`config.mk`:
```
export PLATFORM = sky130hd
export DESIGN_NAME = register_dump_tx
export DESIGN_NICKNAME = d
export VERILOG_FILES = /design/src/rtl/register_dump_tx.sv
export SDC_FILE = /design/constraint.sdc
export NUM_CORES = 1
export LEC_CHECK = 0
export ABC_CLOCK_PERIOD_IN_PS = 92700
export CORE_AREA = 2 2 405 407
export CTS_BUF_LIST = sky130_fd_sc_hd__clkbuf_4
export DETAILED_ROUTE_END_ITERATION = 8
export DIE_AREA = 0 0 407 409
export SLEW_MARGIN = 15
export SYNTH_ARGS = -nofsm -noshare
export SYNTH_HDL_FRONTEND = slang
export SYNTH_SLANG_ARGS = --single-unit
```
`constraint.sdc`:
```
create_clock -name clock -period 92.7 [get_ports clock]
set_input_delay 23.175 -clock clock [delete_from_list [all_inputs] [get_ports clock]]
set_output_delay 23.175 -clock clock [all_outputs]
set_load 0.01 [all_outputs]
```
`src/rtl/register_dump_tx.sv`:
```
// Snapshots the register mirror on start, then streams a header byte plus every register (MSB first) to the UART TX.
// First tx_start two cycles after start is accepted; each byte waits for tx_done (3-cycle minimum spacing); done pulses 2 cycles after the final tx_done.
module register_dump_tx #(
  parameter int         NUM_REGS    = 32,
  parameter logic [7:0] HEADER_BYTE = 8'hA5
) (
  input  logic                     clock,
  input  logic                     reset,
  input  logic                     start,
  input  logic [32*NUM_REGS-1:0]   regs_in,
  input  logic                     tx_done,
  output logic [7:0]               tx_data,
  output logic                     tx_start,
  output logic                     busy,
  output logic                     done
);

  localparam logic [1:0] S_IDLE   = 2'd0;
  localparam logic [1:0] S_SEND   = 2'd1;
  localparam logic [1:0] S_WAIT   = 2'd2;
  localparam logic [1:0] S_FINISH = 2'd3;

  localparam logic [7:0] LAST_IDX = 8'(4 * NUM_REGS);

  logic [1:0]               state_q, state_d;
  logic [7:0]               idx_q, idx_d;
  logic [32*NUM_REGS-1:0]   snap_q, snap_d;
  logic [7:0]               tx_data_q, tx_data_d;
  logic                     tx_start_q, tx_start_d;
  logic                     busy_q, busy_d;
  logic                     done_q, done_d;

  logic [7:0]               byte_off;
  logic [31:0]              sel_word;
  logic [7:0]               sel_byte;
  logic [7:0]               cur_byte;

  // Byte 0 is the header; byte 1+4k+j is register k, byte j counted from the MSB.
  always_comb begin
    byte_off = idx_q - 8'd1;
    sel_word = '0;
    for (int k = 0; k < NUM_REGS; k++) begin
      if (byte_off[7:2] == 6'(k)) begin
        sel_word = snap_q[32*k +: 32];
      end
    end
    case (byte_off[1:0])
      2'd0:    sel_byte = sel_word[31:24];
      2'd1:    sel_byte = sel_word[23:16];
      2'd2:    sel_byte = sel_word[15:8];
      default: sel_byte = sel_word[7:0];
    endcase
    cur_byte = (idx_q == 8'd0) ? HEADER_BYTE : sel_byte;
  end

  always_comb begin
    state_d    = state_q;
    idx_d      = idx_q;
    snap_d     = snap_q;
    tx_data_d  = tx_data_q;
    tx_start_d = 1'b0;
    busy_d     = busy_q;
    done_d     = 1'b0;
    case (state_q)
      S_IDLE: begin
        if (start) begin
          snap_d  = regs_in;
          idx_d   = 8'd0;
          busy_d  = 1'b1;
          state_d = S_SEND;
        end
      end
      S_SEND: begin
        tx_data_d  = cur_byte;
        tx_start_d = 1'b1;
        state_d    = S_WAIT;
      end
      S_WAIT: begin
        if (tx_done) begin
          if (idx_q == LAST_IDX) begin
            state_d = S_FINISH;
          end else begin
            idx_d   = idx_q + 8'd1;
            state_d = S_SEND;
          end
        end
      end
      S_FINISH: begin
        done_d  = 1'b1;
        busy_d  = 1'b0;
        state_d = S_IDLE;
      end
      default: state_d = S_IDLE;
    endcase
  end

  always_ff @(posedge clock) begin
    if (reset) begin
      state_q    <= S_IDLE;
      idx_q      <= 8'd0;
      tx_data_q  <= 8'h00;
      tx_start_q <= 1'b0;
      busy_q     <= 1'b0;
      done_q     <= 1'b0;
    end else begin
      state_q    <= state_d;
      idx_q      <= idx_d;
      tx_data_q  <= tx_data_d;
      tx_start_q <= tx_start_d;
      busy_q     <= busy_d;
      done_q     <= done_d;
    end
  end

  // Snapshot contents are meaningless until the next accepted start, so no reset.
  always_ff @(posedge clock) begin
    snap_q <= snap_d;
  end

  assign tx_data  = tx_data_q;
  assign tx_start = tx_start_q;
  assign busy     = busy_q;
  assign done     = done_q;

endmodule

```
# [Yosys cells after proc, flatten, opt, wreduce, memory -nomap -nowiden]
# Index checks and enable logic that the tools add are counted.
[classes] addsub=2 n_eq_ne=40 muxes=46 n_reduce_logical=10
[op_table] op="two-way mux 32 bit" count=32
[op_table] op="equality test 6 x 5 -> 1 bit, second input constant" count=16
[op_table] op="equality test 6 x 4 -> 1 bit, second input constant" count=8
[op_table] op="two-way mux 8 bit" count=4
[op_table] op="equality test 6 x 3 -> 1 bit, second input constant" count=4
[op_table] op="one-hot mux 8 bit (3 select lines)" count=1
[op_table] op="one-hot mux 8 bit (2 select lines)" count=1
[op_table] op="equality test 6 x 2 -> 1 bit, second input constant" count=2
[op_table] op="adder 8 x 1 -> 8 bit, second input constant" count=1
[op_table] op="equality test 8 bit, second input constant" count=1
[op_table] op="zero test 8 bit" count=1
[op_table] op="one-hot mux 2 bit (4 select lines)" count=1
[op_table] op="subtractor 8 x 1 -> 8 bit, second input constant" count=1
[op_table] op="equality test 2 bit, second input constant" count=3
[op_table] op="equality test 6 x 1 -> 1 bit, second input constant" count=1
[op_table] op="zero test 6 bit" count=1
[op_table] op="two-way mux 2 bit" count=3
[op_table] op="inequality test 2 bit, second input constant" count=3
[op_table] op="AND reduction 2 bit" count=3
[op_table] op="equality test 2 x 1 -> 1 bit, second input constant" count=2
[op_table] op="zero test 2 bit" count=2
[op_table] op="AND reduction 4 bit" count=1
[op_table] op="nonzero test 2 bit" count=2
[op_table] op="two-way mux 1 bit" count=3
[op_table] op="one-hot mux 1 bit (2 select lines)" count=1
[word_totals] register_bits=1045 inputBits=1028

# [Depth between registers and ports, before layout]
# Gate-level depths: netlist of run 1.
[depth] ltp_word=36 ltp_mapped=19 depth_no_buf=12

# [Worst setup path before layout of run 1]
# No wires, ideal clock.
[synth_timing] path_type="input to register" from="in start" to="reg idx_q[2]" setup_time_ns=0.121 t_arrival_ns=69.398 slack_ns=23.181 stages=5 n_path_buf=1 path_cell_list="nand2b_1 nor2_1 or2_2 buf_1 nor2_1"
[synth_via] elab_chain_len=2
[synth_rtl] element="start: declaration" line="9" source="input logic start,"
[synth_rtl] element="inequality test 2 bit (no line)"
[synth_rtl] element="AND reduction 4 bit (no line)"
[synth_rtl] element="end signal: assignment" line="107" source="idx_q <= idx_d;"
[synth_rtl] element="end: declaration" line="26" source="logic [7:0] idx_q, idx_d;"
# Every way passes these cells.
# A chain may end at the register's enable or synchronous reset.

# [Worst setup path in the final report of run 1]
[layout_timing] from="in start" to="reg snap_q[406], enable pin"
[layout_via] elab_chain_len=1
[layout_rtl] element="AND reduction 2 bit (no line)"
[layout_rtl] element="end signal: assignment" line="117" source="snap_q <= snap_d;"
[layout_rtl] element="end: declaration" line="27" source="logic [32*NUM_REGS-1:0] snap_q, snap_d;"
# Every way passes these cells.

==> impl_metrics.json, run 1 <==
{
  "wl_per_cell_um": 37.0,
  "cts_root_buf": "clkbuf_4",
  "grt-ovfl-total": 0,
  "clk_latency_ps": 1400,
  "cp.required_ps": 93620,
  "relSlewSlack_pct": 8.93,
  "holdBufCountCts": 0,
  "worstHoldPathType": "register to register",
  "peakVddDrop_uv": 12.5,
  "grt_pass1_wl_mm": 311,
  "clock_power_share_pct": 39.8,
  "finalMaxSlewViolations": 0,
  "cpMostUsedCell": "buf_4",
  "rsz0062_at_grt": "false",
  "core_area_mm2": 0.162,
  "synth_warnings": 0,
  "async_flop_share_pct": 0,
  "max_clock_freq_mhz": 36.9,
  "clock_skew_ps": 152,
  "synth_edf_count": 1024,
  "grt_pass1_vias": 34308,
  "ys_types": 108,
  "ant_nets": 0,
  "die_x_um": 407,
  "synth_top_area_cell": "edfxtp_1",
  "port_buffers": 1038,
  "cts_resized": 0,
  "cts_tree": "built",
  "area_growth_pct": 41.2,
  "grt_usage_pct": 28.3,
  "critPathLaunchType": "input pin",
  "path_clk_slew_ps": 70,
  "grt_max_degree": 157,
  "crit_buf_inv": 6,
  "std_cell_rows": 148,
  "synth-seq-area-share_pct": 73.0,
  "critPathKind": "input pin to register",
  "die_y_um": 409,
  "netSwitchingPower_uw": 267,
  "place_area_mm2": 0.0564,
  "design_area_mm2": 0.0603,
  "synth_top_area_share_pct": 72.0,
  "slowest_delay_ps": 850,
  "status": "complete, no violations",
  "cp.arrival_ps": 28020,
  "post-route-period-util_pct": 29.2,
  "crit_slowest_cell": "buf_4",
  "ys_seq_elements": 1045,
  "htreeDepth": 5,
  "fin_total_pwr_uw": 1100,
  "syn_nets": 3850,
  "min_period_ps": 27100,
  "power.density_mw_per_mm2": 18.3,
  "cp-end-kind": "register",
  "hpwl_mm": 183,
  "wl_mm": 243,
  "path_cells": "clkdlybuf4s50_1 > nand2b_1 > nor2_4 > buf_12 > buf_4 > buf_4 > buf_4 > buf_4",
  "internal_power_uw": 837,
  "maxCapViolCount": 0,
  "synthCells": 2817,
  "clock-sinks": 1045,
  "setup_viol": 0,
  "p_leak_uw": 0.0202,
  "drive_above_1_share_pct": 16.8,
  "initial_core_util_pct": 26.3,
  "top_level_ports": 1039,
  "synth_area_mm2": 0.0427,
  "crit_fanout": 156,
  "cts_setup_buffers": 0,
  "avgViaCountPerCell": 5.46,
  "drtIter0Drc": 5414,
  "synthFlopType": "edfxtp_1",
  "yosysMostFrequentCell": "edfxtp_1",
  "hold_ws_ps": 510,
  "die_area_mm2": 0.166,
  "antenna_found_initial": 91,
  "drc": 0,
  "clock_path_buffers": 4,
  "synth_area_leaders": "edfxtp_1 (72%), o21ai_0 (1.9%), a22oi_1 (1.7%)",
  "p_seq_share_pct": 52.1,
  "firstDrtPassIters": 6,
  "syn_avg_cell_area_um2": 15.2,
  "synth_common_cells": "edfxtp_1 (1,024), nand2_1 (169), o21ai_0 (158)",
  "path_delay_family": "buffers and inverters",
  "setup_tns_ps": 0,
  "fin_util_pct": 37.2,
  "place_congestion": 0.950,
  "p_comb_share_pct": 8.1,
  "worst_pin_slew_ps": 1350,
  "finalHoldViolCount": 0,
  "final_nets": 5161,
  "dr_total_vias": 35920,
  "cts_made_buffers": 310,
  "swShare_pct": 24.2
}
==> per-stage QoR <==
| stage | std cells | worst slack [ps] |
|---|---|---|
| after floorplan | 2817 | 23180 |
| after global placement | 5988 | 64420 |
| after detailed placement | 5990 | 64310 |
| after CTS | 6510 | 65780 |
| after global routing | 6567 | 65390 |
| final | 6576 | 65600 |
==> cell type report <==
type	count	area [um2]
Fill cell	15593	102000
Sequential cell	1045	31200
Timing Repair Buffer	1183	11500
Clock inverter	84	465
Antenna cell	65	163
Clock buffer	436	3270
Multi-Input combinational cell	1569	10900
Tap cell	2175	2720
Inverter	19	71.3
==> tightest hold or removal path: stages, from the launching register on <==
cell,delay [ps]
dfxtp_1,340
a21oi_1,70
nor2_1,70
==> power by group through the flow <==
stage               Combinational (uW)  Clock, uW  Sequential (uW)
CTS                               89.3        448              574
finish                            89.8        440              575
detailed placement                88.9          0              583
global route                      93.8        473              577
floorplan                         25.1          0              636
global placement                  88.0          0              583
==> placed cells by master (no fill, tap or decap), types with 23 or more instances in the layout <==
cell type           n
a211oi_1           37
a21oi_1           143
a221o_1            23
a221oi_1           76
a222oi_1           34
a22o_1             36
a22oi_1            99
a31oi_1            27
buf_4             140
clkbuf_4          436
clkdlybuf4s50_1  1038
clkinv_1           62
diode_2            65
edfxtp_1         1024
mux2i_1            31
mux4_2             25
nand2_1           168
nand3_1            63
nand4_1            24
nor2_1            144
nor3_1             34
o211ai_1           31
o21ai_0           156
o221ai_1           35
o22ai_1            59
==> layer usage <==
layer	vias up	track usage [%]	routed length, um
li1	14530	-	-
met1	18038	36.0	93300
met2	2855	44.6	114000
met3	469	8.50	26800
met4	28	11.7	8820
met5	-	0	178
==> path summary, 6_finish.rpt <==
| path | to | slack, ps | start | cells after the start |
|---|---|---|---|---|
| setup / recovery | snap_q[406] | 65600 | start | 8 |
| hold / removal | busy | 510 | busy | 2 |
| setup reg to reg | tx_data[2] | 86010 | idx_q[0] | 16 |
| hold reg to reg | busy | 510 | busy | 2 |
==> cell families (layout without fill, tap and decap cells) <==
group	Yosys count	in the layout	synth area share (%)
other	0	65	0
adders and majority gates	5	5	0.147
AOI/OAI and AO/OA	931	931	15.8
buffers and inverters	203	1722	2.11
and+or+nand+nor	557	557	6.46
muxes	66	66	2.31
xor gates and xnor gates	10	10	0.205
DFF	1045	1045	73.0
==> state kept, by name, summed over array words and instances, names as in the netlist <==
signal,flops
idx_q,8
tx_data,8
tx_start,1
done,1
state_q,2
snap_q,1024
busy,1
Power figures use the tool's default switching activity.
==> run 2, diff against run 1 <==
--- a/config.mk
+++ b/config.mk
@@ -5,7 +5,7 @@
 export SDC_FILE = /design/constraint.sdc
 export NUM_CORES = 1
 export LEC_CHECK = 0
-export ABC_CLOCK_PERIOD_IN_PS = 92700
+export ABC_CLOCK_PERIOD_IN_PS = 26700
 export CORE_AREA = 2 2 405 407
 export CTS_BUF_LIST = sky130_fd_sc_hd__clkbuf_4
 export DETAILED_ROUTE_END_ITERATION = 8
==> constraint.sdc (replaced) <==
create_clock -name clock -period 26.7 [get_ports clock]
set_input_delay 6.675 -clock clock [delete_from_list [all_inputs] [get_ports clock]]
set_output_delay 6.675 -clock clock [all_outputs]
set_load 0.01 [all_outputs]
==> run 2 against run 1 <==
The run now ends with capacitance limit, slew limit left. Worst hold slack better by 3.1 ps. Worst setup slack worse by 50000 ps. Largest power group unchanged. Combinational power grew to 3.5 times the previous value. Wire length is 0.42% lower. Die area stayed put. Cell count is 0.14% lower. Clock-buffer cell count is 20 higher. Highest routed layer unchanged.
==> impl_metrics.json, run 2 (same netlist as run 1, synthesis figures left out) <==
{
  "die_y_um": 409,
  "p_leak_uw": 0.0202,
  "port_buffers": 1038,
  "place_area_mm2": 0.0563,
  "initial_core_util_pct": 26.3,
  "clock_path_buffers": 4,
  "path_cells": "clkdlybuf4s50_1 > nand2b_1 > nor2_4 > buf_4 > buf_4 > buf_4 > buf_4",
  "core_area_mm2": 0.162,
  "crit_slowest_cell": "buf_4",
  "hold_ws_ps": 513,
  "multi_input_area_mm2": 0.0109,
  "place_congestion": 0.932,
  "avgViaCountPerCell": 5.43,
  "cpMostUsedCell": "buf_4",
  "layout_commonest_cell": "clkdlybuf4s50_1",
  "die_x_um": 407,
  "grt_pass1_wl_mm": 309,
  "p_comb_share_pct": 8.1,
  "r2r_slack_ps": 19530,
  "clk_latency_ps": 1410,
  "holdBufCountCts": 0,
  "r2r-end": "tx_data[3]",
  "wl_mm": 242,
  "crit_buf_inv": 5,
  "cp.arrival_ps": 11540,
  "std_cell_rows": 148,
  "drc": 0,
  "cts_resized": 0,
  "design_area_mm2": 0.0602,
  "r2r_start": "idx_q[1]",
  "grt_usage_pct": 28.1,
  "setup_viol": 0,
  "firstDrtPassIters": 7,
  "top_level_ports": 1039,
  "setup_tns_ps": 0,
  "min_delay_path_depth": 2,
  "drtIter0Drc": 5675,
  "htreeDepth": 5,
  "critPathKind": "input pin to register",
  "power.density_mw_per_mm2": 63.6,
  "fill_cells": 15637,
  "rr_worst_depth": 15,
  "swShare_pct": 24.2,
  "finalMaxSlewViolations": 2,
  "crit_fanout": 84,
  "cts_tree": "built",
  "cts_setup_buffers": 0,
  "antenna_found_initial": 89,
  "grt-ovfl-total": 0,
  "path_clk_slew_ps": 60,
  "finalHoldViolCount": 0,
  "drive_above_1_share_pct": 17.1,
  "slowest_delay_ps": 940,
  "worstHoldStart": "busy",
  "area_growth_pct": 41.0,
  "grt_pass1_vias": 34436,
  "min_period_ps": 10640,
  "crit_start": "start",
  "wl_per_cell_um": 36.9,
  "hpwl_mm": 182,
  "worstHoldPathType": "register to register",
  "cts_made_buffers": 309,
  "largest_reg_flops": 1024,
  "netSwitchingPower_uw": 926,
  "clock_skew_ps": 176,
  "max_clock_freq_mhz": 94.0,
  "grt_max_degree": 176,
  "min_to": "busy",
  "peakVddDrop_uv": 46.5,
  "path_delay_family": "buffers and inverters",
  "setup_slack_ps": 16060,
  "critPathLaunchType": "input pin",
  "final_cell_mix": "clkdlybuf4s50_1 (1,038), edfxtp_1 (1,024), clkbuf_4 (456)",
  "cp.required_ps": 27610,
  "dp_slack_ps": 14800,
  "clock-sinks": 1045,
  "rsz0062_at_grt": "false",
  "die_area_mm2": 0.166,
  "dr_total_vias": 35669,
  "violations": "capacitance limit, slew limit",
  "worst_pin_slew_ps": 1500,
  "post-route-period-util_pct": 39.8,
  "regMostFlops": "snap_q",
  "register_area_mm2": 0.0312,
  "p_seq_share_pct": 52.2,
  "internal_power_uw": 2900,
  "cp-end-kind": "register",
  "ant_nets": 0,
  "final_nets": 5149,
  "relSlewSlack_pct": -1.20,
  "clock_power_share_pct": 39.7,
  "status": "finished with violations",
  "maxCapViolCount": 1,
  "cts_root_buf": "clkbuf_4"
}
-- run 2: changes by cell type in the layout (fill, tap and decap cells not counted), sizes merged --
| cell | before | now |
|---|---|---|
| diode | 65 | 73 |
| buf | 145 | 134 |
| inv | 24 | 29 |
| bufinv | 5 | 2 |
| clkinv | 74 | 46 |
| clkbuf | 436 | 456 |
-- run 2: per-layer routing --
layer / wire, um / track usage [%] / vias to the layer above
met5: 171 / 0 / -
met4: 8370 / 11.4 / 24
met3: 26600 / 8.94 / 429
met2: 113000 / 43.7 / 2703
met1: 94500 / 36.1 / 18013
li1: - / - / 14500
-- run 2: worst max path at each step --
stage                  end  slack, ps  cells past startpoint
6_report       snap_q[402]      16060                      7
4_1_cts        snap_q[402]      16300                      7
2_1_floorplan     idx_q[2]       3580                      5
5_1_grt        snap_q[137]      15890                      7
3_3_place_gp   snap_q[139]      14970                      7
3_5_place_dp   snap_q[237]      14800                      7
-- run 2: tightest hold or removal path: stages, from the launching register on --
cell and delay, ps:
dfxtp_1 340, a21oi_1 70, nor2_1 70
-- run 2: layout make-up --
cell class	count	area share (%)
clock inverters	58	0.464
diodes	73	0.303
repair buffers	1172	19.0
multi-input cells	1569	18.1
clock buffers	456	5.69
well taps	2175	4.52
inverters	19	0.118
flip-flops and latches	1045	51.8
-- run 2: power groups by stage --
| stage | clock network, uW | registers [uW] | logic (uW) |
|---|---|---|---|
| 2_1_floorplan | 0 | 2070 | 87.2 |
| 3_3_place_gp | 0 | 2020 | 305 |
| 6_report | 1520 | 2000 | 311 |
| 5_1_grt | 1630 | 2000 | 325 |
| 3_5_place_dp | 0 | 2030 | 308 |
| 4_1_cts | 1550 | 1990 | 310 |
-- run 2: per-stage QoR --
| step | total power (uW) | utilization [%] | std cells |
|---|---|---|---|
| finish | 3830 | 37.1 | 6567 |
| detailed placement | 2330 | 34.7 | 5980 |
| CTS | 3850 | 37.0 | 6494 |
| global route | 3960 | 37.1 | 6550 |
| global placement | 2330 | 34.7 | 5979 |
| floorplan | 2150 | - | 2817 |
==> patch: new RTL, config.mk and constraints of run 1 <==
Add an input register stage for `regs_in`, without a reset; this delays it by one clock. The other inputs are not delayed to match.
--- a/src/rtl/register_dump_tx.sv
+++ b/src/rtl/register_dump_tx.sv
@@ -21,6 +21,12 @@
   localparam logic [1:0] S_FINISH = 2'd3;
 
   localparam logic [7:0] LAST_IDX = 8'(4 * NUM_REGS);
+
+  logic [32*NUM_REGS-1:0] regs_q;
+
+  always_ff @(posedge clock) begin
+    regs_q <= regs_in;
+  end
 
   logic [1:0]               state_q, state_d;
   logic [7:0]               idx_q, idx_d;
@@ -64,7 +70,7 @@
     case (state_q)
       S_IDLE: begin
         if (start) begin
-          snap_d  = regs_in;
+          snap_d  = regs_q;
           idx_d   = 8'd0;
           busy_d  = 1'b1;
           state_d = S_SEND;
Formal check against the unedited RTL: same outputs for any inputs over 4 cycles, from zero or initial values and one cycle with reset high; that may be too few to reach the edited logic, so the function may still have changed.
==> patch against run 1 <==
  * Sequential share of layout area grew 11 points
  * Design area up 37%
  * Sequential cell count rose by 1024
  * Power is 74% higher
  * Setup slack gained 0.80 ns
  * Synthesized cell count is 32% higher
  * Wire length increased by 4.8%
  * Area after synthesis increased by 45%
  * Critical path type unchanged
  * Largest power group unchanged
==> patch: results (changes against run 1) <==
Status
  • Outcome: finished clean (unchanged)

Detailed routing
  • Detailed Routing Iterations Pass 1: 8 (was 6)
  • Drt first-iter violations: 4985 (was 5414)
  • DR vias/cell: 5.253 (was 5.462)
  • Via count: 41580 (was 35920)
  • WL final: 255.0 mm (was 243.4 mm)

Yosys
  • Post-synth EDFFs: 1024 (unchanged)
  • Synth Instances: 3730 (was 2817)
  • Syn nets: 4763 (was 3850)
  • Fraction of registers with async set/reset: 0% (unchanged)
  • Synth top area cells: edfxtp_1, dfxtp_1, a22oi_1, o21ai_0, a221oi_1 (was edfxtp_1, o21ai_0, a22oi_1, a21oi_1, a221oi_1)
  • Seq/Total Area, Yosys: 83.58% (was 73.01%)
  • Yosys cell types: 86 (was 108)
  • Main flop type after synthesis: dfxtp_1 (was edfxtp_1)
  • Post-synth top cells: dfxtp_1, edfxtp_1, nand2_1 (was edfxtp_1, nand2_1, o21ai_0)
  • YS warnings: 0 (unchanged)

Power and ir drop
  • VDD IR-drop max: 0.01371 mV (was 0.01252 mV)
  • Static leakage: 30.19 nW (was 20.20 nW)

Final layout
  • Final nets: 6302 (was 5161)
  • Layout cells sized above 1: 19.08% (was 16.84%)
  • Biggest regs: regs_q (1024), snap_q (1024)

Setup path
  • R2r setup slk: 86.20 ns (was 86.01 ns)
  • R2R depth: 16 (unchanged)
  • Crit. Startpoint: start (unchanged)
  • Critical Path AT: 27.26 ns (was 28.02 ns)
  • Critical-path maximum fanout: 179 (was 156)
  • Capturing point of the worst reg2reg path: tx_data[3] (was tx_data[2])
  • Critical R2R Launch: idx_q[0] (unchanged)
  • CP endpoint: snap_q[396] (was snap_q[406])

Placement
  • Placed Cells: 6898 (was 5990)
  • Place WS: 65.08 ns (was 64.31 ns)
  • Number of port buffers: 1038 (unchanged)
  • Hpwl dp: 183.9 mm (was 183.4 mm)
  • RePlAce Congestion: 0.9080 (was 0.9498)

CTS
  • Clock transition at path regs: 0.07 ns (about the same)
  • Root Buffer: clkbuf_4 (unchanged)
  • Max clock buf depth: 4 (unchanged)
  • Cts bufs inserted: 544 (was 310)
  • H-Tree Depth: 6 (was 5)
  • Post_cts resized: 0 (unchanged)
  • Postcts setup bufs: 0 (unchanged)
  • Clock latency on the worst-skew pair: 1.42 ns (was 1.40 ns)

Global route
  • First-pass GRT wire length: 331.9 mm (was 310.7 mm)
  • Vias in the first global route: 41560 (was 34310)
  • Pin count of the biggest net entering global routing: 180 (was 157)
  • GRT Util Overall: 29.86% (was 28.28%)
  • Initial antenna violation count: 110 (was 91)

STA
  • Worst-Margin Slew: 1.265 ns (was 1.352 ns)
  • Setup Skew: 0.09759 ns (was 0.1518 ns)
  • Max Clk Rate: 38.02 MHz (was 36.90 MHz)

Min path
  • HP Class: reg -> reg (unchanged)
## patch: changes by cell type after synthesis, moves of 9 or more
cell       before   now
o21ai_0       158   141
a211oi_1       37    27
buf_1          15    24
buf_2          81    35
nand3_1        63    53
a22o_1         36    23
a22oi_1        99   130
dfxtp_1        21  1045
a222oi_1       34    46
clkbuf_1       80   102
o2bb2ai_1      12     0
o22ai_1        59    81
mux4_2         25     0
## patch: how the worst min path moves through the flow
stage,startpoint,endpoint,slack [ns],depth (start not counted)
2_1_floorplan,regs_q[0],snap_q[0],0.39,0
3_3_place_gp,regs_q[376],snap_q[376],0.39,0
3_5_place_dp,regs_q[695],snap_q[695],0.39,0
4_1_cts,regs_q[905],snap_q[905],0.30,0
5_1_grt,regs_q[762],snap_q[762],0.33,0
6_report,regs_q[762],snap_q[762],0.32,0
## patch: critical path, stage by stage
cell and delay, ns:
clkdlybuf4s50_1 0.51, nand2b_1 0.14, nor2_4 0.64, buf_12 0.67, buf_12 0.66, buf_4 0.97
## patch: cell families (layout without fill, tap and decap cells)
group,Yosys count,in the layout,synth area share [%]
AOI/OAI and AO/OA,887,887,10.18
xor gates and xnor gates,8,8,0.1133
adders and majority gates,5,5,0.1012
buffers and inverters,182,2123,1.255
DFF,2069,2069,83.58
muxes,31,31,0.5121
other,0,69,0
and+or+nand+nor,548,548,4.260
## patch: cell type report
| type | count | area (um2) |
|---|---|---|
| antenna | 69 | 172.7 |
| clock buffer | 842 | 6321 |
| clock inverter | 106 | 581.8 |
| fill | 14020 | 79500 |
| inverter | 13 | 48.80 |
| multi-input combinational | 1479 | 9661 |
| sequential | 2069 | 51670 |
| tap | 2175 | 2721 |
| timing repair buffer | 1162 | 11360 |
## patch: layer usage
| metal | GRT usage (%) | share of wire [%] | vias up |
|---|---|---|---|
| met3 | 8.611 | 9.9 | 533 |
| met5 | 0 | 0.12 | - |
| met4 | 13.98 | 4.0 | 48 |
| met1 | 38.04 | 39 | 20570 |
| met2 | 46.84 | 47 | 2557 |
| li1 | - | - | 17870 |
## patch: per-stage QoR
step | hold slack, ns | power, mW | util [%] | cell area [um2]
global placement | 0.3858 | 1.139 | 46.57 | 75460
finish | 0.3205 | 1.918 | 50.94 | 82540
CTS | 0.3002 | 1.932 | 50.83 | 82360
detailed placement | 0.3887 | 1.141 | 46.57 | 75460
floorplan | 0.3855 | 1.131 | - | 61820
global route | 0.3291 | 1.987 | 50.91 | 82490
## patch: power by group
group	internal (mW)	leakage (nW)	switching (mW)
clock	0.429	4.18	0.367
combinational	0.0425	7.41	0.0348
sequential	1.02	18.6	0.0211
total	1.50	30.2	0.422
